File: src/rtl/frac_arith_pkg.sv
// Shared widths and state encodings for the sign-magnitude fraction
// arithmetic blocks (fraction_multiplier and fraction_divider).
package frac_arith_pkg;

  localparam int FW     = 6;
  localparam int PROD_W = 2 * FW + 1;
  localparam int FRAC_W = FW + 1;
  localparam int CNT_W  = $clog2(FW + 1);

  typedef enum logic [1:0] {
    IDLE = 2'd0,
    RUN  = 2'd1,
    DONE = 2'd2
  } state_e;

endpackage

File: src/rtl/fraction_divider_if.sv
// Start/done handshake and operand/result bus of the fraction divider.
interface fraction_divider_if;
  import frac_arith_pkg::*;

  logic              start;
  logic [PROD_W-1:0] n;
  logic [FRAC_W-1:0] d;
  logic              busy;
  logic              done;
  logic [FRAC_W-1:0] q;
  logic [FW-1:0]     rem;
  logic              ovf;

  modport master (output start, n, d, input busy, done, q, rem, ovf);
  modport slave  (input start, n, d, output busy, done, q, rem, ovf);
endinterface

File: src/rtl/frac_div_step.sv
// One restoring-division step: shift in the next dividend bit, trial-subtract
// the divisor and emit one quotient bit.
module frac_div_step
  import frac_arith_pkg::*;
(
  input  logic [FW-1:0] p_i,
  input  logic          bit_i,
  input  logic [FW-1:0] d_i,
  output logic [FW-1:0] p_o,
  output logic          qbit_o
);

  logic [FW:0] pp_s;

  // Partial remainder stays below D, so the difference always fits in FW bits.
  always_comb begin
    pp_s = {p_i, bit_i};
    if (pp_s >= {1'b0, d_i}) begin
      p_o    = pp_s[FW-1:0] - d_i;
      qbit_o = 1'b1;
    end else begin
      p_o    = pp_s[FW-1:0];
      qbit_o = 1'b0;
    end
  end

endmodule

File: src/rtl/fraction_divider.sv
// Sequential restoring divider for sign-magnitude fractions, one quotient bit
// per cycle. Define FRACTION_DIVIDER_ROUND_EN for round-half-up quotients.
module fraction_divider
  import frac_arith_pkg::*;
(
  input  logic               clk,
  input  logic               rst_n,
  fraction_divider_if.slave  bus
);

  state_e            state_q, state_d;
  logic [FW-1:0]     p_q, p_d;
  logic [FW-1:0]     sh_q, sh_d;
  logic [FW-1:0]     quo_q, quo_d;
  logic [FW-1:0]     div_q, div_d;
  logic              sgn_q, sgn_d;
  logic [CNT_W-1:0]  cnt_q, cnt_d;
  logic [FRAC_W-1:0] q_q, q_d;
  logic [FW-1:0]     rem_q, rem_d;
  logic              ovf_q, ovf_d;
  logic              done_q, done_d;
  logic              busy_q, busy_d;

  logic              accept_s;
  logic              ovf_chk_s;
  logic [FW-1:0]     step_p_s;
  logic              step_qbit_s;
  logic [FW-1:0]     quo_full_s;
  logic [FW-1:0]     quo_fin_s;

  frac_div_step u_step (
    .p_i    (p_q),
    .bit_i  (sh_q[FW-1]),
    .d_i    (div_q),
    .p_o    (step_p_s),
    .qbit_o (step_qbit_s)
  );

  assign accept_s   = bus.start && (state_q != RUN);
  assign ovf_chk_s  = (bus.d[FW-1:0] == {FW{1'b0}}) ||
                      (bus.n[2*FW-1:FW] >= bus.d[FW-1:0]);
  assign quo_full_s = {quo_q[FW-2:0], step_qbit_s};

`ifdef FRACTION_DIVIDER_ROUND_EN
  // Round half up on the final remainder; an all-ones quotient saturates.
  always_comb begin
    if (({step_p_s, 1'b0} >= {1'b0, div_q}) && (quo_full_s != {FW{1'b1}})) begin
      quo_fin_s = quo_full_s + {{(FW-1){1'b0}}, 1'b1};
    end else begin
      quo_fin_s = quo_full_s;
    end
  end
`else
  assign quo_fin_s = quo_full_s;
`endif

  // Next-state and datapath control.
  always_comb begin
    state_d = state_q;
    p_d     = p_q;
    sh_d    = sh_q;
    quo_d   = quo_q;
    div_d   = div_q;
    sgn_d   = sgn_q;
    cnt_d   = cnt_q;
    q_d     = q_q;
    rem_d   = rem_q;
    ovf_d   = ovf_q;
    done_d  = done_q;
    busy_d  = busy_q;
    case (state_q)
      IDLE, DONE: begin
        if (accept_s) begin
          div_d  = bus.d[FW-1:0];
          sgn_d  = bus.n[2*FW] ^ bus.d[FW];
          p_d    = bus.n[2*FW-1:FW];
          sh_d   = bus.n[FW-1:0];
          quo_d  = {FW{1'b0}};
          cnt_d  = CNT_W'(FW);
          done_d = 1'b0;
          if (ovf_chk_s) begin
            state_d = DONE;
            q_d     = {bus.n[2*FW] ^ bus.d[FW], {FW{1'b1}}};
            rem_d   = {FW{1'b0}};
            ovf_d   = 1'b1;
            done_d  = 1'b1;
            busy_d  = 1'b0;
          end else begin
            state_d = RUN;
            busy_d  = 1'b1;
          end
        end else begin
          state_d = state_q;
        end
      end
      RUN: begin
        p_d   = step_p_s;
        sh_d  = {sh_q[FW-2:0], 1'b0};
        quo_d = quo_full_s;
        cnt_d = cnt_q - {{(CNT_W-1){1'b0}}, 1'b1};
        if (cnt_q == {{(CNT_W-1){1'b0}}, 1'b1}) begin
          state_d = DONE;
          busy_d  = 1'b0;
          done_d  = 1'b1;
          ovf_d   = 1'b0;
          q_d     = {sgn_q && (quo_fin_s != {FW{1'b0}}), quo_fin_s};
          rem_d   = step_p_s;
        end else begin
          state_d = RUN;
        end
      end
      default: begin
        state_d = IDLE;
        busy_d  = 1'b0;
        done_d  = 1'b0;
      end
    endcase
  end

  // State and result registers.
  always_ff @(posedge clk or negedge rst_n) begin
    if (!rst_n) begin
      state_q <= IDLE;
      p_q     <= {FW{1'b0}};
      sh_q    <= {FW{1'b0}};
      quo_q   <= {FW{1'b0}};
      div_q   <= {FW{1'b0}};
      sgn_q   <= 1'b0;
      cnt_q   <= {CNT_W{1'b0}};
      q_q     <= {FRAC_W{1'b0}};
      rem_q   <= {FW{1'b0}};
      ovf_q   <= 1'b0;
      done_q  <= 1'b0;
      busy_q  <= 1'b0;
    end else begin
      state_q <= state_d;
      p_q     <= p_d;
      sh_q    <= sh_d;
      quo_q   <= quo_d;
      div_q   <= div_d;
      sgn_q   <= sgn_d;
      cnt_q   <= cnt_d;
      q_q     <= q_d;
      rem_q   <= rem_d;
      ovf_q   <= ovf_d;
      done_q  <= done_d;
      busy_q  <= busy_d;
    end
  end

  assign bus.busy = busy_q;
  assign bus.done = done_q;
  assign bus.q    = q_q;
  assign bus.rem  = rem_q;
  assign bus.ovf  = ovf_q;

endmodule

File: src/flat_wrapper.sv
// flat-port wrapper written by rule: the top's interface ports become plain ports
module fraction_divider_flat import frac_arith_pkg::*;
  (clk, rst_n, bus_start, bus_n, bus_d, bus_busy, bus_done, bus_q, bus_rem, bus_ovf);
  fraction_divider_if bus_i ();
  input  logic clk;
  input  logic rst_n;
  input wire logic [$bits(bus_i.start)-1:0] bus_start;
  input wire logic [$bits(bus_i.n)-1:0] bus_n;
  input wire logic [$bits(bus_i.d)-1:0] bus_d;
  output wire logic [$bits(bus_i.busy)-1:0] bus_busy;
  output wire logic [$bits(bus_i.done)-1:0] bus_done;
  output wire logic [$bits(bus_i.q)-1:0] bus_q;
  output wire logic [$bits(bus_i.rem)-1:0] bus_rem;
  output wire logic [$bits(bus_i.ovf)-1:0] bus_ovf;
  assign bus_i.start = bus_start;
  assign bus_i.n = bus_n;
  assign bus_i.d = bus_d;
  assign bus_busy = bus_i.busy;
  assign bus_done = bus_i.done;
  assign bus_q = bus_i.q;
  assign bus_rem = bus_i.rem;
  assign bus_ovf = bus_i.ovf;
  fraction_divider u_core (.clk(clk), .rst_n(rst_n), .bus(bus_i));
endmodule
File: config.mk
export PLATFORM = sky130hd
export DESIGN_NAME = fraction_divider_flat
export DESIGN_NICKNAME = d
export VERILOG_FILES = /design/src/rtl/frac_arith_pkg.sv /design/src/rtl/fraction_divider_if.sv /design/src/rtl/frac_div_step.sv /design/src/rtl/fraction_divider.sv /design/src/flat_wrapper.sv
export SDC_FILE = /design/constraint.sdc
export NUM_CORES = 1
export LEC_CHECK = 0
export ABC_CLOCK_PERIOD_IN_PS = 3500
export BUFFER_PORTS_ARGS = -buffer_cell sky130_fd_sc_hd__buf_4
export CORE_UTILIZATION = 50
export DETAILED_ROUTE_END_ITERATION = 7
export PLACE_DENSITY = 0.7
export SLEW_MARGIN = 10
export SYNTH_ARGS = -nofsm -noshare
export SYNTH_HDL_FRONTEND = slang
export SYNTH_SLANG_ARGS = --single-unit
File: constraint.sdc
create_clock -name clk -period 3.5 [get_ports clk]
set_clock_uncertainty 0.05 [all_clocks]
set_input_delay 0.525 -clock clk [delete_from_list [all_inputs] [get_ports clk]]
set_output_delay 0.525 -clock clk [all_outputs]
set_load 0.1 [all_outputs]
[After elaboration in Yosys (flattened, before gate mapping)]
Index checks and enable logic that the tools add are counted.
Widths: inputs -> output; s select.
Storage, ports and cells
  bits of input ports: 23
  output and inout port bits: 16
  bits in registers: 45
Cells by class
  magnitude comparators: 2
  $add $sub $neg: 2
  muxes and demuxes: 33
  eq/ne operators: 7
  reduce and logical (&&, ||, !) cells: 12
  bitwise logic cells: 1
Operator list (count)
  $mux 6: 6
  $pmux 6 s2: 3
  $mux 7: 3
  $pmux 7 s2: 1
  $pmux 5 s2: 1
  $mux 1: 9
  $ne 2x1->1 const B: 4
  $ge 7x6->1: 1
  $ge 6x6->1: 1
  $logic_not 6->1: 1
  $mux 2: 3
  $pmux 1 s2: 3
  $pmux 3 s2: 1
  $reduce_and 2->1: 3
  $reduce_bool 6->1: 1
  $sub 6x6->6: 1
  $mux 5: 1
  $pmux 2 s2: 1
  $reduce_and 4->1: 1
  $eq 3x1->1 const B: 1
  $mux 3: 1
  $sub 3x1->3 const B: 1
  $eq 2x1->1 const B: 1
  $eq 2x2->1 const B: 1
  other kinds (6): 7

[Depth between registers and ports, before layout]
  depth after elaboration: 6
  gate-level depth with buffers: 9

[Modules after synthesis]
A second synthesis with hierarchy kept.
Second synthesis, totals
  cell total of the unflattened synthesis: 232
  area total of the unflattened synthesis: 2438.6 um^2
By module, submodules not included
  fraction_divider: cells an instance 187, times used 1, area each 2057.0 um^2
  frac_div_step: cells an instance 45, times used 1, area each 381.6 um^2

[Least setup slack after synthesis]
OpenSTA, ideal clock, no wires.
  path type: in2reg
  from: input port bus_n[6]
  to: register u_core.q_q[3] (netlist: u_core.bus.q[3])
  path slack: 1.364 ns
  cell stages on the path: 8
  setup time: 0.125 ns
  data arrival time: 1.961 ns
  required time: 3.325 ns
  path buffers: 1
  cells stage by stage: inv_1 ha_1 nand2b_1 a2111o_1 a41oi_2 a21oi_4 buf_6 o22a_1
On the way
  cells in the longest elaborated chain, start to end: 4
Ends and longest elaborated chain
  from (decl): line flat_wrapper.sv:8  | input wire logic [$bits(bus_i.n)-1:0] bus_n;
  $ge 6x6->1: line fraction_divider.sv:41  | (bus.n[2*FW-1:FW] >= bus.d[FW-1:0]);
  $logic_or 1x1->1: line fraction_divider.sv:40  | assign ovf_chk_s = (bus.d[FW-1:0] == {FW{1'b0}}) ||
  $ne 2x1->1 (no source line)
  $reduce_and 4->1 (no source line)
  to (signal assigned): line fraction_divider.sv:130  | q_q <= {FRAC_W{1'b0}};
  to (signal assigned): line fraction_divider.sv:143  | q_q <= q_d;
  to (decl): line fraction_divider.sv:18  | logic [FRAC_W-1:0] q_q, q_d;
Every way passes these cells.
A chain may end at the register's enable or synchronous reset.

[Worst setup path after layout]
  from: register u_core.p_q[1]
  to: register u_core.rem_q[3] (netlist: u_core.bus.rem[3])
On the way
  cells in the longest elaborated chain, start to end: 4
Ends and longest elaborated chain
  from (decl): line fraction_divider.sv:12  | logic [FW-1:0] p_q, p_d;
  from (signal assigned): line fraction_divider.sv:124  | p_q <= {FW{1'b0}};
  from (signal assigned): line fraction_divider.sv:137  | p_q <= p_d;
  $sub 6x6->6 or $ge 7x6->1 (tied branches): line frac_div_step.sv:19, frac_div_step.sv:18
  $mux 6 *: line frac_div_step.sv:18  | if (pp_s >= {1'b0, d_i}) begin
  $mux 6 *: line fraction_divider.sv:101  | if (cnt_q == {{(CNT_W-1){1'b0}}, 1'b1}) begin
  $pmux 6 s2 *: line fraction_divider.sv:71  | case (state_q)
  to (signal assigned): line fraction_divider.sv:131  | rem_q <= {FW{1'b0}};
  to (signal assigned): line fraction_divider.sv:144  | rem_q <= rem_d;
  to (decl): line fraction_divider.sv:19  | logic [FW-1:0] rem_q, rem_d;
Mark *: on every way between the ends. The rest lies on a longest branch, timed or not. The select of a mux whose other input is x is not followed.

==> summary.txt <==
STA
  – Worst-Margin Slew: ~0.77 ns
  – Hold slack final: about 0.16 ns
  – Final Hold Viols: 0
  – Setup TNS: 0 ns
  – Max Fclk: a little under 400 MHz
  – Final max-slew violation count: 0
  – Min cycle time layout: between 2 and 3 ns
  – Worst slew margin: 0.489
  – Setup violators final: 0
  – RSZ-0062 raised after global routing: no
  – Tcrit/Tclk final: 0.741

Critical path
  – Reg2reg setup slack: slightly above 0.9 ns
  – Register-to-Register Path Depth: 7
  – Worst setup startpoint: u_core.p_q[1]
  – Max incr delay on CP: 0.71 ns
  – Worst-path cell chain: ha_1 -> a21oi_1 -> o21ai_0 -> a41oi_2 -> mux2i_1 -> o21ai_0 -> o21a_1
  – Crit path max-delay cell type: a41oi_2
  – Capturing point of the worst reg2reg path: u_core.bus.rem[3]
  – Delay-heaviest family, CP: compound AO/OA/AOI/OAI gates
  – CP endpoint kind: register
  – Worst r2r src: u_core.p_q[1]
  – Worst EP required: ~3.6 ns
  – Critical path startpoint category: register
  – Bufs and invs on worst path: 0
  – Cell mode on critical path: o21ai_0
  – CP Class: register to register
  – Crit path DAT: between 2 and 3 ns
  – Crit path max fanout: 14

Logic synthesis
  – #FFs+latches synth: 45
  – Largest family of logic cells by synthesized area: compound AO/OA/AOI/OAI gates
  – Mean Syn Cell Area: about 10 um2
  – Async SR Flop Fraction: 1.00
  – Yosys Warn Count: 0
  – Sequential area share after synthesis: 0.488
  – Post-Synth XOR/XNOR Area: 0.0152
  – Synth Area in Compound Gates: 0.231
  – Synthesized area: 0.00231 mm2
  – Adder-cell share of the synthesized area: 0.0846
  – Yosys cell types: slightly above 40
  – Syn_nets: ~260
  – Post-synthesis mux area share: 0.0228
  – Ys flop type: dfrtp_1
  – Post-synthesis simple-gate area fraction: 0.110
  – Syn Inst Count: approximately 220
  – Number of synthesized flops with an enable pin: 0

Layout
  – Share of post-route cells with drive strength above 1: 0.222
  – Antenna diodes: 0
  – Fin nets: roughly 300
  – Final Util: 0.623
  – Most frequent cells in the layout: dfrtp_1, buf_4, nand2_1
  – Area grow syn2layout: 18.4%
  – # fillers: 384
  – Most common cell after layout, fill and taps aside: dfrtp_1
  – Post-Layout Cell Count: roughly 310

Floorplanning
  – Die Span X: ~70 um
  – Overall die area: slightly below 0.005 mm2
  – Initial core utilization: 0.526
  – Die Y: 69.9 um
  – I/O Pins: 39
  – # rows: 24
  – Core area: ~0.0044 mm2

Outcome
  – Status: completed

Placed design
  – Port Buf Inserts: 38
  – HPWL after detailed placement: between 3000 and 4000 um
  – GPL Wtd Cong: between 0.8 and 0.9
  – Cell total after placement: slightly above 300

Clock network
  – Total CTS buffers: 5
  – CTS tree: built
  – Clock Latency Late Sink: 0.30 ns
  – CTS Sinks: 45
  – Hold_buf cts: 0
  – Cts repair resizes: 0
  – Reg clk slew, reported paths: roughly 0.080 ns
  – H-tree Lvls: 2
  – Clock tree root buffer cell: clkbuf_8
  – Post-CTS Setup Repair Bufs: 0
  – Maximum buffer depth of the clock tree: 2

GRT
  – Initial antenna violation count: 0
  – Overall fraction of global-route tracks in use: 0.218
  – Global-route wire length before repair: about 8300 um
  – GR Overflow Total: 0
  – Largest net degree at the start of global routing: 46
  – Vias in the first global route: roughly 1.7k

Detailed routing
  – Drt total wl: roughly 4700 um
  – Number of remaining DRC errors: 0
  – Via count: 1,707
  – Routed length per instance: between 15 and 20 um
  – Final ANT Viol Nets: 0
  – First-pass DRT Iterations: 4
  – Number of vias per cell: 5.45
  – DRT iter0 DRCs: 94

Pwr
  – Pint: about 1.4 mW
  – Switching share of power: 0.473
  – Power Density: slightly below 1000 mW/mm2
  – P_leak: 1.30 nW
  – Flop pwr share: 0.324
  – Maximum vdd drop: 0.560 mV
  – P_sw: around 1.3 mW
  – Portion of total power attributed to the clock network: 0.126
  – Combinational Power Share: 0.550

Flow run
  – Max-Cap Viols: 0

Worst hold path
  – Worst Hold Class: input pin to async pin
## state kept, by name, summed over array words and instances, names as in the netlist
signal,count
u_core.bus.q,7
u_core.bus.rem,6
u_core.div_q,6
u_core.p_q,6
u_core.sh_q,6
u_core.quo_q,5
u_core.cnt_q,3
u_core.state_q,2
u_core.bus.busy,1
u_core.bus.done,1
u_core.bus.ovf,1
u_core.sgn_q,1
## power groups by stage
stage          combinational, mW  sequential (mW)  clock [mW]
6_report                    1.46            0.862       0.335
5_1_grt                     1.62            0.890       0.363
4_1_cts                     1.47            0.861       0.346
3_5_place_dp                1.46            0.870           0
3_3_place_gp                1.44            0.866           0
2_1_floorplan              0.880             1.12           0
## worst register-to-register path: cells and delay by family (launching register included)
kind | cells | cell delay (ns)
compound gates | 5 | 1.32
flops | 1 | 0.42
fa+ha+maj | 1 | 0.36
mux | 1 | 0.34
## layout make-up
| cell class | count | area (um2) | area share |
|---|---|---|---|
| sequential | 45 | 1130 | 0.412 |
| multi-input combinational | 149 | 1070 | 0.391 |
| timing repair buffer | 41 | 308 | 0.113 |
| clock buffer | 6 | 82.6 | 0.0302 |
| inverter | 18 | 67.6 | 0.0247 |
| tap | 52 | 65.1 | 0.0238 |
| clock inverter | 2 | 13.8 | 0.00504 |
## Yosys cell counts (2+ instances only)
cell type / count / area [um2]
o31ai_1: 3 / 22.5
nand2_1: 24 / 90.1
o21a_1: 3 / 22.5
clkbuf_1: 7 / 26.3
ha_1: 14 / 175
o22a_1: 5 / 43.8
nor2b_1: 4 / 25.0
o22ai_1: 3 / 18.8
inv_1: 18 / 67.6
xor2_1: 2 / 17.5
a22o_1: 5 / 43.8
a41oi_2: 2 / 32.5
a22oi_1: 8 / 60.1
a21o_1: 5 / 37.5
o21ai_0: 18 / 90.1
xnor2_1: 2 / 17.5
a221o_1: 3 / 30.0
nand2b_1: 5 / 31.3
mux2_2: 2 / 22.5
mux2i_1: 3 / 30.0
dfrtp_1: 45 / 1130
and2_1: 2 / 12.5
a21oi_1: 7 / 35.0
nor3_1: 4 / 20.0
nand3_1: 4 / 20.0
nor2_1: 8 / 30.0
## how the worst max path moves through the flow
stage | endpoint | slack [ns] | depth (start not counted)
after CTS | u_core.bus.rem[3] | 0.92 | 7
after detailed placement | u_core.bus.rem[3] | 0.92 | 7
after global routing | u_core.bus.rem[3] | 0.69 | 8
after global placement | u_core.bus.rem[3] | 0.97 | 7
final | u_core.bus.rem[3] | 0.91 | 7
after floorplan | u_core.bus.q[3] | 1.36 | 8
## kinds of logic (layout without fill, tap and decap cells)
group | Yosys count | after routing
buffers and inverters | 27 | 67
adder cells (fa/ha/maj) | 15 | 15
XOR/XNOR | 4 | 4
multiplexers | 5 | 5
flip-flops | 45 | 45
AND/OR/NAND/NOR | 54 | 54
AO/OA/AOI/OAI | 71 | 71
## metal layers
metal	up-vias	share of wire	wire length [um]	track usage
met5	-	0	0	0
met4	0	0.011	51	0.0867
met3	5	0.039	187	0.0361
met2	27	0.46	2160	0.346
met1	809	0.49	2340	0.300
li1	866	-	-	-
## stage by stage
stage | total power, mW | setup slack, ns | instance area [um2]
after CTS | 2.67 | 0.915 | 2730
after detailed placement | 2.33 | 0.925 | 2640
after global routing | 2.87 | 0.692 | 2730
after global placement | 2.31 | 0.973 | 2640
after floorplan | 2.00 | 1.36 | 2310
final | 2.66 | 0.908 | 2730
Power figures use the tool's default switching activity.
